File: src/rtl/pc_gen_mt.sv
// Multi-thread PC generator: one PC per thread, round-robin fetch slot with a valid/ready handshake,
// per-thread branch/trap redirects with stale-request flush and misaligned-branch reporting.
module pc_gen_mt #(
    parameter int unsigned              CPU_WIDTH  = 32,
    parameter logic [CPU_WIDTH-1:0]     RESET_PC   = '0,
    parameter int unsigned              THREAD_NUM = 2,
    parameter int unsigned              PC_STEP    = 4,
    localparam int unsigned             TID_W      = (THREAD_NUM > 1) ? $clog2(THREAD_NUM) : 1
) (
    input  logic                  clk,
    input  logic                  rst,
    input  logic [THREAD_NUM-1:0] thread_en,
    input  logic [THREAD_NUM-1:0] halt,
    output logic                  fetch_valid,
    input  logic                  fetch_ready,
    output logic [CPU_WIDTH-1:0]  fetch_pc,
    output logic [TID_W-1:0]      fetch_tid,
    input  logic                  br_valid,
    input  logic [TID_W-1:0]      br_tid,
    input  logic [CPU_WIDTH-1:0]  br_pc,
    input  logic                  trap_valid,
    input  logic [TID_W-1:0]      trap_tid,
    input  logic [CPU_WIDTH-1:0]  trap_pc,
    output logic                  misalign_err,
    output logic [TID_W-1:0]      misalign_tid
);

    localparam logic [CPU_WIDTH-1:0] ALIGN_MASK = CPU_WIDTH'(PC_STEP - 1);
    localparam logic [CPU_WIDTH-1:0] STEP       = CPU_WIDTH'(PC_STEP);
    localparam logic [TID_W:0]       NUM_EXT    = (TID_W + 1)'(THREAD_NUM);
    localparam logic [TID_W-1:0]     LAST_TID   = TID_W'(THREAD_NUM - 1);

    logic [CPU_WIDTH-1:0]  pc_q [THREAD_NUM];
    logic [TID_W-1:0]      rr_q;
    logic                  valid_q;
    logic [CPU_WIDTH-1:0]  fetch_pc_q;
    logic [TID_W-1:0]      fetch_tid_q;
    logic                  mis_q;
    logic [TID_W-1:0]      mis_tid_q;

    logic                    br_aligned;
    logic [THREAD_NUM-1:0]   trap_hit, br_hit, redir, elig;
    logic [2*THREAD_NUM-1:0] elig_rot;
    logic [TID_W-1:0]        off, sel, rr_next;
    logic [TID_W:0]          sel_sum;
    logic                    found, load, flush, mis_d;

    always_comb begin
        br_aligned = (br_pc & ALIGN_MASK) == '0;
        for (int t = 0; t < int'(THREAD_NUM); t++) begin
            trap_hit[t] = trap_valid && (trap_tid == TID_W'(t));
            // A trap on the same thread overrides the branch.
            br_hit[t]   = br_valid && br_aligned && (br_tid == TID_W'(t)) && !trap_hit[t];
            redir[t]    = trap_hit[t] || br_hit[t];
            elig[t]     = thread_en[t] && !halt[t] && !redir[t];
        end

        // Rotate so bit 0 is the thread at rr_q, then take the lowest set bit.
        elig_rot = {elig, elig} >> rr_q;
        off      = '0;
        for (int i = int'(THREAD_NUM) - 1; i >= 0; i--) begin
            if (elig_rot[i]) begin
                off = TID_W'(i);
            end
        end
        found   = |elig;
        sel_sum = {1'b0, rr_q} + {1'b0, off};
        if (sel_sum >= NUM_EXT) begin
            sel_sum = sel_sum - NUM_EXT;
        end
        sel     = sel_sum[TID_W-1:0];
        rr_next = (sel == LAST_TID) ? '0 : sel + 1'b1;

        load  = (!valid_q || fetch_ready) && found;
        flush = valid_q && !fetch_ready && redir[fetch_tid_q];
        mis_d = br_valid && !br_aligned && !(trap_valid && (trap_tid == br_tid));
    end

    always_ff @(posedge clk) begin
        if (rst) begin
            for (int t = 0; t < int'(THREAD_NUM); t++) begin
                pc_q[t] <= RESET_PC;
            end
            rr_q        <= '0;
            valid_q     <= 1'b0;
            fetch_pc_q  <= '0;
            fetch_tid_q <= '0;
            mis_q       <= 1'b0;
            mis_tid_q   <= '0;
        end else begin
            for (int t = 0; t < int'(THREAD_NUM); t++) begin
                if (trap_hit[t]) begin
                    pc_q[t] <= trap_pc & ~ALIGN_MASK;
                end else if (br_hit[t]) begin
                    pc_q[t] <= br_pc;
                end else if (load && (sel == TID_W'(t))) begin
                    pc_q[t] <= pc_q[t] + STEP;
                end
            end
            if (load) begin
                valid_q     <= 1'b1;
                fetch_pc_q  <= pc_q[sel];
                fetch_tid_q <= sel;
                rr_q        <= rr_next;
            end else if (fetch_ready || flush) begin
                valid_q <= 1'b0;
            end
            mis_q <= mis_d;
            if (mis_d) begin
                mis_tid_q <= br_tid;
            end
        end
    end

    assign fetch_valid  = valid_q;
    assign fetch_pc     = fetch_pc_q;
    assign fetch_tid    = fetch_tid_q;
    assign misalign_err = mis_q;
    assign misalign_tid = mis_tid_q;

endmodule

File: config.mk
export PLATFORM = sky130hd
export DESIGN_NAME = pc_gen_mt
export DESIGN_NICKNAME = d
export VERILOG_FILES = /design/src/rtl/pc_gen_mt.sv
export SDC_FILE = /design/constraint.sdc
export NUM_CORES = 1
export LEC_CHECK = 0
export BUFFER_PORTS_ARGS = -buffer_cell sky130_fd_sc_hd__buf_2
export CAP_MARGIN = 0
export CORE_MARGIN = 5
export CORE_UTILIZATION = 45
export DETAILED_ROUTE_END_ITERATION = 7
export PLACE_DENSITY = 0.74
export SETUP_SLACK_MARGIN = 0.15
export SYNTH_ARGS = -nofsm -noshare
export SYNTH_HDL_FRONTEND = slang
export SYNTH_SLANG_ARGS = --single-unit
File: constraint.sdc
create_clock -name clk -period 8.4 [get_ports clk]
set_input_delay 1.68 -clock clk [delete_from_list [all_inputs] [get_ports clk]]
set_output_delay 1.68 -clock clk [all_outputs]
set_load 0.01 [all_outputs]
# Word-level counts from Yosys, hierarchy flattened
# Memories as Yosys holds them, arrays and structs flattened. A register that Yosys moved wholly into a read port is not among the register bits.
# Cells that the tools add are included.
[word_totals]
ff_bits = 5
latch_bits = 0
ram_bits = 64
romBits = 0
input_bits = 75
mem_count = 1
[op_classes]
add_sub_neg = 5
n_mul = 0
div = 0
n_lt_le_gt_ge = 2
n_eq_ne = 1
n_shift = 1
muxes = 40
n_bitwise = 9
reduce_logical = 36
[memory_table]
columns = ["name", "depth", "word_bits", "rd", "rd_ports_with_merged_regs", "wr", "line_no", "source"]
rows = [
  ["pc_q", 2, 32, 3, 1, 2, "33", "logic [CPU_WIDTH-1:0] pc_q [THREAD_NUM];"],
]
[ops]
columns = ["operator", "n"]
rows = [
  ["$mux W32", 6],
  ["$add A32 B3 Y32 const B", 2],
  ["$mux W1", 34],
  ["$logic_not A32 Y1", 1],
  ["$logic_and A1 B1 Y1", 19],
  ["$logic_not A1 Y1", 10],
  ["$or A1 B1 Y1", 6],
  ["$logic_or A1 B1 Y1", 4],
  ["$shr A4 B1 Y2", 1],
  ["$not A1 Y1", 3],
  ["$add A1 B1 Y2", 1],
  ["$ge A2 B2 Y1 const B", 1],
  ["$lt A1 B2 Y1 const B", 1],
  ["$reduce_bool A2 Y1", 1],
  ["$reduce_or A2 Y1", 1],
  ["$add A1 B1 Y1 const B", 1],
  ["$eq A1 B1 Y1", 1],
  ["$sub A1 B1 Y1 const B", 1],
]

# Longest topological paths before layout
[depth]
word_depth = 21
mapped_depth = 8
ltp_nobuf = 7

# Least setup slack after synthesis
# No wires, ideal clock.
[synth_timing]
path_type = "input -> register"
start = "input br_tid"
end = "memory pc_q[1][10], enable pin"
arrival_ps = 3778
t_required_ps = 8012
setup_slack_ps = 4234
cell_stages = 6
path_cell_list = "or4b_4 -> and4_4 -> nor3_1 -> buf_2 -> buf_2 -> or3_1"
[synth_rtl]
columns = ["element", "line_no", "source"]
rows = [
  ["start: declaration", "19", "input logic [TID_W-1:0] br_tid,"],
  ["end: declaration", "33", ""],
]

==> impl_metrics.toml <==
[sta]
finClkSkew_ns = 0.00950
setup_tns_ns = 0
tightest_slew_ns = 1.23
hold_ws_ns = 0.495
maxSlewViolCount = 0
fmax_mhz = 192
setup_viol = 0
rsz0062_at_grt = "false"
timing.final.crit_period_ns = 5.20
hold_viol_final = 0
fin_crit_sh = 0.619
relSlewSlack = 0.173

[detailed_routing]
dr_wl_met2_um = 8230
wl_met3_um = 1950
vias_per_cell = 6.34
antenna_left = 0
top_layer = "met4"
drt_first_pass_iters = 8
drt_iter0_drc = 853
vias = 5461
routed_wl_um = 17700
wl_met1_um = 7070
drcViolationCount = 0
wire_per_inst_um = 20.5

[floorplan]
die_w_um = 123
start_util = 0.457
rows = 41
coreArea_mm2 = 0.0126
fp.dieH_um = 123
die-area_mm2 = 0.0151
ios = 111

[placement]
gp_congestion = 0.872
hpwlAfterDp_um = 11900
portBuffers = 108

[critical_path]
path_max_fanout = 30
reg2reg_slack_ns = 5.16
worstPathArrival_ns = 5.36
crit_type = "in2reg"
path_cells = "buf_2 -> nand4bb_1 -> a41o_1 -> or3_1 -> a221oi_4 -> buf_4 -> nand2_1 -> o21ai_0"
ff2ff_path_depth = 5
max_stage_delay_ns = 0.86
timing.rr.end = "pc_q[0][30]"
crit_slowest_cell = "nand4bb_1"
cp_top_family = "simple AND/OR/NAND/NOR gates"
crit_required_ns = 8.56
cp_num_buf_inv = 2
reg2reg_from = "fetch_valid"
crit_cells = 8
cp-start-kind = "input port"
cp-end-kind = "flop"

[cts]
cts_buffers = 9
postCtsSetupRepairBufs = 0
cts_sinks = 101
clk_latency_ns = 0.35
cts-resized-gates = 0
cts-root-buf = "clkbuf_16"
cts_tree = "yes"
postCtsHoldBufs = 0
clkTransAtPathRegs_ns = 0.07
cts.path.max_buffers = 2
h-tree-depth = 3

[min_path]
hold_class = "reg2reg"
worstHoldStart = "misalign_tid"
holdPathEnd = "misalign_tid"
worstHoldPathCells = 2

[grt]
overflow = 0
antenna_found_initial = 0
grt_pass1_vias = 5120
grt_max_degree = 48
track_usage = 0.230
grt_pass1_wl_um = 27000

[logic_synthesis]
synth_cell_types = 48
synthCells = 596
syn_area_mm2 = 0.00574
ys.flop_type = "edfxtp_1"
ys_seq_area_frac = 0.464
synth-async-reset-ratio = 0
yosys_warnings = 0
synth_enable_flop_cells = 64
avgSynthCellArea_um2 = 9.63
ys_seq_elements = 101

[layout]
nets = 762
drive_gt1_frac = 0.206
area_delta_synth_final_pct = 16.7
fillers = 1129
antennaDiodeCount = 0

[power_and_ir_drop]
power.density_mw_per_mm2 = 183
irDropWorstVdd_mv = 0.0918
power.leakage_nw = 2.48

[job]
cap_violations = 0

[status]
outcome = "finished, final reports clean"
==> worst register-to-register path, cell delays in order (launching register included) <==
cell      delay (ns)
dfxtp_1         0.32
nor2b_1         0.45
a41o_1          0.24
or3_1           0.91
nand2b_1        0.76
o22ai_1         0.39
==> registers in the layout, summed over array words and instances, names as in the netlist <==
name / flops
misalign_err: 1
fetch_pc: 32
pc_q: 64
fetch_valid: 1
rr_q: 1
misalign_tid: 1
fetch_tid: 1
==> per-stage QoR <==
| step | util | worst slack, ns | instances | cell area [um^2] | power (mW) |
|---|---|---|---|---|---|
| 4_1_cts | 0.533 | 3.24 | 861 | 6700 | 1.22 |
| 5_1_grt | 0.533 | 3.01 | 861 | 6700 | 1.27 |
| 3_5_place_dp | 0.511 | 2.88 | 846 | 6420 | 0.823 |
| 6_report | 0.533 | 3.20 | 861 | 6700 | 1.22 |
| 2_1_floorplan | - | 4.23 | 599 | 5750 | 0.742 |
| 3_3_place_gp | 0.511 | 2.99 | 846 | 6420 | 0.815 |
==> placed cells by master (no fill, tap or decap), types with 6 or more instances in the layout <==
master,synthesis,layout
nand3_1,22,22
o21ai_1,5,6
a21oi_1,20,20
o31ai_1,15,15
xnor2_1,28,28
inv_1,6,6
mux2i_1,30,30
edfxtp_1,64,64
a222oi_1,32,32
dfxtp_1,37,37
o22ai_1,27,27
buf_2,8,108
and3_1,10,10
nand2_1,57,57
nor3_1,13,9
buf_4,3,9
clkbuf_16,0,9
or3_1,14,14
nor2_1,54,53
nand4_1,23,23
xor2_1,25,25
o21ai_0,33,32
==> worst max path at each step <==
stage | start | end
global route | br_pc[0] | pc_q[1][16]
CTS | br_pc[0] | pc_q[1][2]
detailed placement | br_pc[0] | pc_q[1][2]
global placement | br_pc[0] | pc_q[1][2]
floorplan | br_tid | pc_q[1][10]
finish | br_pc[0] | pc_q[1][9]
==> Yosys cell counts, types with 8 or more instances <==
cell type | number | area share
buf_2 | 8 | 0.0070
nand4_1 | 23 | 0.025
or3_1 | 14 | 0.015
and3_1 | 10 | 0.011
nand3_1 | 22 | 0.019
o31ai_1 | 15 | 0.020
nand2_1 | 57 | 0.037
o21ai_0 | 33 | 0.029
edfxtp_1 | 64 | 0.33
nor2_1 | 54 | 0.035
mux2i_1 | 30 | 0.052
xnor2_1 | 28 | 0.043
xor2_1 | 25 | 0.038
dfxtp_1 | 37 | 0.13
a222oi_1 | 32 | 0.056
nor3_1 | 13 | 0.011
clkbuf_1 | 28 | 0.018
o22ai_1 | 27 | 0.029
a21oi_1 | 20 | 0.017
==> logic make-up (layout without fill, tap and decap cells) <==
| group | after synthesis | in the layout | share of synthesized area |
|---|---|---|---|
| adder cells (fa/ha/maj) | 2 | 2 | 0.00436 |
| buffers and inverters | 48 | 138 | 0.0377 |
| AO/OA/AOI/OAI | 143 | 143 | 0.172 |
| other | 1 | 4 | 0.000653 |
| flip-flops | 101 | 101 | 0.464 |
| AND/OR/NAND/NOR | 218 | 218 | 0.188 |
| multiplexers | 30 | 30 | 0.0523 |
| XOR/XNOR | 53 | 53 | 0.0809 |
==> where the power goes <==
| part | internal (mW) | switching, mW | leakage [nW] | total (mW) |
|---|---|---|---|---|
| clock | 0.224 | 0.182 | 0.139 | 0.405 |
| combinational | 0.0762 | 0.109 | 1.35 | 0.185 |
| sequential | 0.582 | 0.0507 | 0.991 | 0.633 |
| total | 0.883 | 0.341 | 2.48 | 1.22 |
==> area by class of cell <==
type | instances | area, um^2 | area share
flip-flops and latches | 101 | 2660 | 0.397
multi-input cells | 450 | 2910 | 0.435
well taps | 172 | 215 | 0.0321
clock buffers | 14 | 274 | 0.0409
clock inverters | 1 | 5.00 | 0.000747
inverters | 6 | 22.5 | 0.00336
repair buffers | 117 | 608 | 0.0908
==> routing by layer <==
metal / GRT usage / vias to the layer above
met5: 0 / -
met4: 0.103 / 0
met3: 0.0462 / 30
met2: 0.364 / 381
met1: 0.306 / 2595
li1: - / 2455
Note: power is estimated with default switching activity, not from simulation.
